**config.mk**
```make
export PLATFORM = sky130hd
export DESIGN_NAME = shared_timer_arb
export DESIGN_NICKNAME = d
export VERILOG_FILES = /design/src/rtl/shared_timer_pkg.sv /design/src/rtl/shared_timer_arb_rr_arbiter.sv /design/src/rtl/shared_timer_arb.sv
export SDC_FILE = /design/constraint.sdc
export NUM_CORES = 1
export LEC_CHECK = 0
export ABC_AREA = 1
export CAP_MARGIN = 10
export CORE_MARGIN = 2
export CORE_UTILIZATION = 43
export DETAILED_ROUTE_END_ITERATION = 12
export PLACE_DENSITY = 0.72
export SLEW_MARGIN = 20
export SYNTH_ARGS = -nofsm -noshare
export SYNTH_HDL_FRONTEND = slang
export SYNTH_SLANG_ARGS = --single-unit
```
**constraint.sdc**
```tcl
create_clock -name clk -period 2.99 [get_ports clk]
set_input_delay 0.4485 -clock clk [delete_from_list [all_inputs] [get_ports clk]]
set_output_delay 0.4485 -clock clk [all_outputs]
set_load 0.02 [all_outputs]
```
**src/rtl/shared_timer_pkg.sv**
```systemverilog
// Shared definitions for the shared prescaled timer and its round-robin arbiter.
package shared_timer_pkg;

    localparam int N_REQ_DEF = 4;
    localparam int CNT_W_DEF = 32;

    typedef enum logic [1:0] {
        IDLE = 2'd0,
        RUN  = 2'd1,
        DONE = 2'd2
    } state_t;

    // ceil(log2(v)), but never below one bit so registers stay legal for tiny values.
    function automatic int clog2_min1(input int v);
        return (v <= 2) ? 1 : $clog2(v);
    endfunction

endpackage

```
**src/rtl/shared_timer_arb_rr_arbiter.sv**
```systemverilog
// Combinational round-robin arbiter: the search starts at ptr_i and wraps.
module rr_arbiter
    import shared_timer_pkg::*;
#(
    parameter int N  = 4,
    parameter int IW = clog2_min1(N)
) (
    input  logic [N-1:0]  req_i,
    input  logic [IW-1:0] ptr_i,
    output logic [N-1:0]  win_o,
    output logic [IW-1:0] idx_o
);

    logic          found;
    logic [IW-1:0] cand;

    always_comb begin
        win_o = '0;
        idx_o = '0;
        found = 1'b0;
        cand  = '0;
        for (int off = 0; off < N; off++) begin
            cand = IW'((int'(ptr_i) + off) % N);
            if (!found && req_i[cand]) begin
                found       = 1'b1;
                win_o[cand] = 1'b1;
                idx_o       = cand;
            end
        end
    end

endmodule

```
**src/rtl/shared_timer_arb.sv**
```systemverilog
// One prescaled down-counting timer shared round-robin among N_REQ requesters.
// Define SHARED_TIMER_REMAIN_EN to expose the remaining-tick counter on port remain.
module shared_timer_arb
    import shared_timer_pkg::*;
#(
    parameter int N_REQ    = N_REQ_DEF,
    parameter int CNT_W    = CNT_W_DEF,
    parameter int PRESCALE = 50_000
) (
    input  logic                   clk,
    input  logic                   rst,
    input  logic [N_REQ-1:0]       req,
    input  logic [N_REQ*CNT_W-1:0] delay,
    output logic [N_REQ-1:0]       gnt,
    output logic [N_REQ-1:0]       done,
    output logic                   busy
`ifdef SHARED_TIMER_REMAIN_EN
    ,
    output logic [CNT_W-1:0]       remain
`endif
);

    localparam int PW = clog2_min1(PRESCALE);
    localparam int IW = clog2_min1(N_REQ);

    state_t           state_q, state_d;
    logic [N_REQ-1:0] gnt_q, gnt_d;
    logic [IW-1:0]    winner_q, winner_d;
    logic [IW-1:0]    ptr_q, ptr_d;
    logic [PW-1:0]    presc_q, presc_d;
    logic [CNT_W-1:0] rem_q, rem_d;

    logic [N_REQ-1:0] arb_win;
    logic [IW-1:0]    arb_idx;
    logic [CNT_W-1:0] delay_arr [N_REQ];
    logic             tick;
    logic [IW-1:0]    next_ptr;

    for (genvar g = 0; g < N_REQ; g++) begin : g_delay
        assign delay_arr[g] = delay[g*CNT_W +: CNT_W];
    end

    rr_arbiter #(.N(N_REQ), .IW(IW)) u_arb (
        .req_i (req),
        .ptr_i (ptr_q),
        .win_o (arb_win),
        .idx_o (arb_idx)
    );

    assign tick     = (presc_q == PW'(PRESCALE - 1));
    assign next_ptr = (winner_q == IW'(N_REQ - 1)) ? '0 : winner_q + 1'b1;

    always_ff @(posedge clk or posedge rst) begin
        if (rst) begin
            state_q  <= IDLE;
            gnt_q    <= '0;
            winner_q <= '0;
            ptr_q    <= '0;
            presc_q  <= '0;
            rem_q    <= '0;
        end else begin
            state_q  <= state_d;
            gnt_q    <= gnt_d;
            winner_q <= winner_d;
            ptr_q    <= ptr_d;
            presc_q  <= presc_d;
            rem_q    <= rem_d;
        end
    end

    always_comb begin
        state_d  = state_q;
        gnt_d    = gnt_q;
        winner_d = winner_q;
        ptr_d    = ptr_q;
        presc_d  = presc_q;
        rem_d    = rem_q;
        case (state_q)
            IDLE: begin
                if (|req) begin
                    state_d  = RUN;
                    gnt_d    = arb_win;
                    winner_d = arb_idx;
                    rem_d    = delay_arr[arb_idx];
                    presc_d  = '0;
                end
            end
            RUN: begin
                presc_d = tick ? '0 : presc_q + 1'b1;
                if (tick && rem_q != '0) begin
                    rem_d = rem_q - 1'b1;
                end
                // A dropped request beats a simultaneous expiry: no done pulse.
                if (!(|(req & gnt_q))) begin
                    state_d = IDLE;
                    gnt_d   = '0;
                    ptr_d   = next_ptr;
                    presc_d = '0;
                    rem_d   = '0;
                end else if (rem_q == '0) begin
                    state_d = DONE;
                    presc_d = '0;
                end
            end
            DONE: begin
                state_d = IDLE;
                gnt_d   = '0;
                ptr_d   = next_ptr;
            end
            default: begin
                state_d = IDLE;
                gnt_d   = '0;
            end
        endcase
    end

    assign gnt  = (state_q == RUN)  ? gnt_q : '0;
    assign done = (state_q == DONE) ? gnt_q : '0;
    assign busy = (state_q == RUN);

`ifdef SHARED_TIMER_REMAIN_EN
    assign remain = (state_q == RUN) ? rem_q : '0;
`endif

endmodule

```
==> out/metrics.cfg, run 1 <==
[clocking]
tritoncts=built
count_of_hold_buffers_inserted_by_post_cts_repair=0
clk_latency_ps=340
htreeDepth=3
cts_inserted_buffers=9
worst_setup_hold_path_clk_slew_ps=60
post-cts-setup-buffers=0
cts.repair.resized=0
cts_root_buffer=clkbuf_16
cts_num_sinks=58
cts_max_path_buffers=2

[timing]
timing.final.ws_setup_ps=439
final-max-slew-violation-count=0
fin_setup_tns_ps=0
worst_slew_pin_slew_ps=595
setup-violations-final=0
clock-skew-final_ps=7.46
timing.max_slew.rel_slack_pct=60.3
final_critical_delay_including_setup_and_external_delays_ps=2550
rsz0062_at_grt=no
achievable-frequency_ghz=0.392
post-route-period-util_pct=85.3
finalHoldViolCount=0

[logic_synthesis]
ys_seq_area_share_pct=26.1
synth_area_sq_mm=0.00555
netlist_instances=914
syn_avg_cell_area_sq_um=6.08
synthDominantAreaCellType=dfrtp_1
netlist_top_cells_area=dfrtp_1 (26%), nand2_1 (14%), nor2_1 (9.2%), inv_1 (8.7%), nand3_1 (8.5%)
synth_warnings=0
top_reg_cell_synth=dfrtp_1
yosysMostFrequentCell=nand2_1
synth_top_cells_by_count=nand2_1 (210), nor2_1 (136), inv_1 (129)
yosys.cell_types.count=31
mappedNetlistNets=1060
edff_count_synth=0
asyncSetResetFlopFracSynth_pct=100
yosys_register_bits=58
synthDominantCellAreaShare_pct=26.1

[placed_design]
placed_cell_area_sq_mm=0.00718
globalplace.congestion=0.926
dp_worst_setup_slack_ps=302
detailedPlacementHpwl_um=12700
numPortBuffers=142

[grt]
first_global_vias=6101
grt.total_usage_pct=25.0
grt_antenna_before_repair=0
grt_first_pass_wirelength_um=28700
globalRoute.totalOverflow=0
grt_start_max_net_pins=65

[power_and_ir_drop]
power.density_mw_per_mm2=1100
netSwitchingFraction_pct=51.7
internal_power_mw=3.97
p_leak_nw=3.58
share_clk_of_total_power_pct=13.8
power.net_switching_mw=4.25
seq_power_share_pct=16.5
combPwrFrac_pct=69.7
vdd_drop_max_v=0.000643
post-layout-total-power_mw=8.23

[route]
ant_nets=0
detailed_route_wire_length_per_cell_um=13.7
drt_first_pass_iters=5
detail_route.wirelength_um=16800
drt_first_iter_violations=465
vias_per_cell=5.15
dr_total_vias=6298
drt_drc_violations_left=0

[floorplan]
die_height_um=118
core.rowCount=41
floorplan.initialDensity_pct=44.0
die_w_um=118
die-area_sq_mm=0.0138
design.core.area_sq_mm=0.0126
ios=143

[final_layout]
num_antenna_cells=0
layout.cell_area.non_filler_sq_mm=0.00750
final_nets=1192
final_core_util_pct=59.4
drive_gt1_share_pct=5.14
area_growth_pct=35.1

[setup_path]
critical_path.endpoint_type=flop
cp_max_fo=64
worstSetupPathType=reg2reg
critPathArrivalTime_ps=2780
critPathLaunchType=flop
r2r.worst_path.cells=14
register_to_register_setup_slack_ps=440
r2r-end=rem_q[23]$_DFFE_PP0P_
crit_reg_reg_startpoint=ptr_q[1]$_DFFE_PP0P_
crit_required_ps=3220

[worst_hold_path]
hold_path_class=in2async

[outcome]
run_status=finished, final reports clean

[flow_run]
maxCapViolCount=0

## final cells by class
type / count / area [sq um]
clock buffer: 12 / 246
clock inverter: 4 / 75.1
fill: 1253 / 5120
inverter: 131 / 492
multi-input combinational: 685 / 3360
sequential: 58 / 1450
tap: 172 / 215
timing repair buffer: 161 / 1660
## critical path, cell delays in order (launching register included)
cell and delay (ps):
dfrtp_1 490, inv_1 110, ha_1 380, inv_1 90
nand3_1 80, nand2_1 80, nor2_2 220, nor2_1 80
nand2_2 100, buf_12 260, nand3b_1 170, nand3_1 160
nand2_1 70, nand2_1 70, a21oi_1 70
## sequential cells by signal, indices dropped and copies added (netlist names)
| signal | flops |
|---|---|
| rem_q | 32 |
| presc_q | 16 |
| gnt_q | 4 |
| ptr_q | 2 |
| state_q | 2 |
| winner_q | 2 |
## placed cells by master (no fill, tap or decap), types with 3 or more instances in the layout
cell type / instances
nand2_1: 208
clkdlybuf4s50_1: 142
a31oi_1: 3
inv_1: 128
o21a_1: 5
nand3b_1: 60
nor2_1: 136
or2_2: 4
clkbuf_16: 9
buf_4: 11
o22ai_1: 6
nand4_1: 9
buf_12: 8
inv_2: 3
a22oi_1: 4
a21oi_1: 71
xor2_1: 8
nand2_2: 9
dfrtp_1: 58
nor2_2: 5
nand3_1: 94
nor3_1: 21
o21ai_0: 21
ha_1: 12
## routing by layer
metal	share of wire [%]	routed length, um	GRT usage (%)
met1	43	7180	31.1
met2	49	8260	42.6
met3	5.3	892	5.43
met4	2.6	435	9.34
met5	0	0	0
## logic make-up after synthesis
group / synth area share (%)
fa+ha+maj: 2.70
flops: 26.1
xor+xnor: 1.42
buf+inv: 13.5
compound gates: 11.1
simple gates: 45.2
## power groups by stage
stage	Sequential [mW]	Clock, mW	Combinational [mW]
final	1.36	1.13	5.73
after global routing	1.40	1.19	6.52
after CTS	1.35	1.15	5.76
after detailed placement	1.36	0	5.73
after global placement	1.36	0	5.64
after floorplan	1.30	0	4.39
## through the flow
stage,hold slack (ps),cells
2_1_floorplan,457,914
3_3_place_gp,483,1207
3_5_place_dp,495,1207
4_1_cts,507,1223
5_1_grt,533,1223
6_report,495,1223
## worst max-delay path by stage
stage | startpoint | endpoint | slack [ps]
after detailed placement | req[3] | rem_q[23]$_DFFE_PP0P_ | 300
after global placement | req[3] | rem_q[23]$_DFFE_PP0P_ | 380
after floorplan | ptr_q[0]$_DFFE_PP0P_ | rem_q[21]$_DFFE_PP0P_ | 760
after global routing | ptr_q[1]$_DFFE_PP0P_ | rem_q[6]$_DFFE_PP0P_ | 180
final | ptr_q[1]$_DFFE_PP0P_ | rem_q[23]$_DFFE_PP0P_ | 440
after CTS | ptr_q[1]$_DFFE_PP0P_ | rem_q[23]$_DFFE_PP0P_ | 430
Note: power is estimated with default switching activity, not from simulation.
==> inputs of run 2 (changes only) <==
--- a/config.mk
+++ b/config.mk
@@ -10,7 +10,9 @@
 export CORE_MARGIN = 2
 export CORE_UTILIZATION = 43
 export DETAILED_ROUTE_END_ITERATION = 12
+export GPL_ROUTABILITY_DRIVEN = 0
 export PLACE_DENSITY = 0.72
+export SETUP_SLACK_MARGIN = 0.05
 export SLEW_MARGIN = 20
 export SYNTH_ARGS = -nofsm -noshare
 export SYNTH_HDL_FRONTEND = slang
==> results of run 2 <==
No change in the layout: final DEF, timing and power equal those of run 1.
==> inputs of run 3 (changes only) <==
--- a/config.mk
+++ b/config.mk
@@ -11,7 +11,7 @@
 export CORE_UTILIZATION = 43
 export DETAILED_ROUTE_END_ITERATION = 12
 export GPL_ROUTABILITY_DRIVEN = 0
-export PLACE_DENSITY = 0.72
+export PLACE_DENSITY = 0.75
 export SETUP_SLACK_MARGIN = 0.05
 export SLEW_MARGIN = 20
 export SYNTH_ARGS = -nofsm -noshare
==> constraint.sdc (replaced) <==
create_clock -name clk -period 2.3 [get_ports clk]
set_input_delay 0.345 -clock clk [delete_from_list [all_inputs] [get_ports clk]]
set_output_delay 0.345 -clock clk [all_outputs]
set_load 0.02 [all_outputs]
==> run 3 against run 2 <==
Against the previous run:
- combinational power is 64% higher
- critical path type unchanged
- largest power group unchanged
- highest routed layer unchanged
- worst hold slack worse by 100 ps
- design area is 8.5% higher
- worst setup slack worse by 330 ps
- via count is 6.2% higher
- register-to-register slack worse by 330 ps
- sequential share of layout area is 1.5 points lower
- clock skew is 5.4 ps higher
- fmax is 17% higher
==> out/metrics.cfg, run 3 (synthesis gave the netlist of run 1 again) <==
[placed_design]
numPortBuffers=142  ; unchanged
numPlacedInstances=1235  ; +2.3%
detailedPlacementHpwl_um=12700  ; -0.39%
dp_worst_setup_slack_ps=-85.7  ; -388 ps

[setup_path]
cp_max_fo=22  ; -66%
r2r.worst_path.cells=16  ; +2
crit_reg_reg_startpoint=ptr_q[1]$_DFFE_PP0P_
worstSetupStartpoint=ptr_q[1]$_DFFE_PP0P_
critPathArrivalTime_ps=2410  ; -370 ps
crit_required_ps=2520  ; -700 ps
register_to_register_setup_slack_ps=110  ; -330 ps
critPathLaunchType=flop
r2r-end=rem_q[31]$_DFFE_PP0P_
critical_path.endpoint_type=flop
worstSetupPathType=reg2reg

[final_layout]
drive_gt1_share_pct=12.5  ; +7.4 points
register_ranked_first_by_flip_flop_count=rem_q
num_antenna_cells=0  ; unchanged
layout.area.seq_sq_mm=0.00145  ; unchanged
layout_common_cells=nand2_1 (202), clkdlybuf4s50_1 (141), nor2_1 (125)
fill_cells=1131  ; -9.7%
final_nets=1237  ; +3.8%
final_common_cell=nand2_1
final-instance-count-excl-fill=1268  ; +3.7%
multi_input_comb_area_sq_mm=0.00354  ; +5.3%
largestRegisters=rem_q: 32 flops, presc_q: 16 flops, gnt_q: 4 flops
largest_reg_flops=32  ; unchanged
area_growth_pct=46.6

[clocking]
count_of_hold_buffers_inserted_by_post_cts_repair=0  ; unchanged
clk_latency_ps=340  ; about the same
cts_root_buffer=clkbuf_16
cts_inserted_buffers=9  ; unchanged
cts_max_path_buffers=2  ; unchanged
worst_setup_hold_path_clk_slew_ps=60  ; about the same
tritoncts=built
htreeDepth=3  ; unchanged
cts_num_sinks=58  ; unchanged

[power_and_ir_drop]
post-layout-total-power_mw=12.7  ; +54%
power.density_mw_per_mm2=1550  ; +42%
vdd_drop_max_v=0.000900  ; +40%
p_leak_nw=3.89  ; +8.7%

[timing]
timing.max_slew.rel_slack_pct=75.7  ; +15 points
finalHoldViolCount=0  ; unchanged
post-route-period-util_pct=95.1  ; +9.8 points
final_critical_delay_including_setup_and_external_delays_ps=2190  ; -363 ps
final-max-slew-violation-count=0  ; unchanged
timing.final.ws_setup_ps=113  ; -327 ps
worst_slew_pin_slew_ps=360  ; -234 ps
clock-skew-final_ps=12.8  ; +5.37 ps
setup-violations-final=0  ; unchanged
achievable-frequency_ghz=0.457  ; +17%

[route]
drt_drc_violations_left=0  ; unchanged
detail_route.wirelength_um=18800  ; +12%
detailed_route_wire_length_per_cell_um=14.9  ; +8.4%
ant_nets=0  ; unchanged
vias_per_cell=5.28  ; +2.4%
drt_first_iter_violations=577  ; +24%
drt_first_pass_iters=5  ; unchanged
dr_total_vias=6689  ; +6.2%

[floorplan]
core.rowCount=41  ; unchanged
die-area_sq_mm=0.0138  ; unchanged
die_height_um=118  ; unchanged
ios=143  ; unchanged
design.core.area_sq_mm=0.0126  ; unchanged
floorplan.initialDensity_pct=44.0  ; unchanged
die_w_um=118  ; unchanged

[grt]
grt_antenna_before_repair=0  ; unchanged
grt.total_usage_pct=24.4  ; -0.68 points
first_global_vias=6210  ; +1.8%
grt_start_max_net_pins=59  ; -9.2%
grt_first_pass_wirelength_um=28200  ; -1.5%
globalRoute.totalOverflow=0  ; unchanged

[outcome]
run_status=finished, final reports clean

[flow_run]
maxCapViolCount=0  ; unchanged

[worst_hold_path]
hold_path_class=in2async

-- run 3: worst max-delay path by stage --
| stage | end | slack (ps) |
|---|---|---|
| 2_1_floorplan | rem_q[21]$_DFFE_PP0P_ | 70 |
| 3_3_place_gp | rem_q[21]$_DFFE_PP0P_ | -30 |
| 3_5_place_dp | rem_q[26]$_DFFE_PP0P_ | -90 |
| 4_1_cts | rem_q[29]$_DFFE_PP0P_ | 50 |
| 5_1_grt | rem_q[31]$_DFFE_PP0P_ | -80 |
| 6_report | rem_q[31]$_DFFE_PP0P_ | 110 |
-- run 3: through the flow --
stage | util [%] | area [sq um] | hold slack [ps] | setup TNS (ps)
floorplan | - | 5550 | 457 | 0
global placement | 58.7 | 7400 | 478 | -193
detailed placement | 58.7 | 7400 | 489 | -1620
CTS | 61.2 | 7730 | 418 | 0
global route | 64.5 | 8140 | 423 | -1080
finish | 64.5 | 8140 | 390 | 0
-- run 3: cell type report --
type	count	share of cell area [%]
Multi-Input combinational cell	685	43.4
Timing Repair Buffer	205	26.0
Sequential cell	58	17.8
Inverter	131	6.08
Clock buffer	12	3.03
Tap cell	172	2.64
Clock inverter	4	0.907
Timing Repair inverter	1	0.0615
-- run 3: metal layers --
metal | part of all wire, % | track usage (%) | up-vias
li1 | - | - | 3283
met1 | 41 | 29.8 | 3081
met2 | 49 | 42.5 | 270
met3 | 6.4 | 5.43 | 55
met4 | 3.0 | 7.76 | 0
met5 | 0 | 0 | -
-- run 3: worst max-delay path, cell delays in order, from the launching register on --
cell and delay, ps:
dfrtp_1 380, inv_2 70, ha_4 290, inv_1 70, nand3_1 80, nand2_1 80
nor2_2 120, nand2_2 120, nand2_4 170, nand2_8 100, buf_12 170, nand2_1 60
nand3_1 90, nand3_1 110, nand2_1 60, nand2_1 60, nand2_1 50
-- run 3: power by group --
part	switching, mW	internal [mW]	total, mW
clock network	0.484	0.979	1.46
logic	5.54	3.87	9.41
registers	0.377	1.41	1.78
-- run 3: timing repair --
item	in CTS	in global routing
gates cloned	0	8
pin swaps	0	16
setup endpoints to repair	14	42
setup buffers	0	9
gates resized for setup	2	53
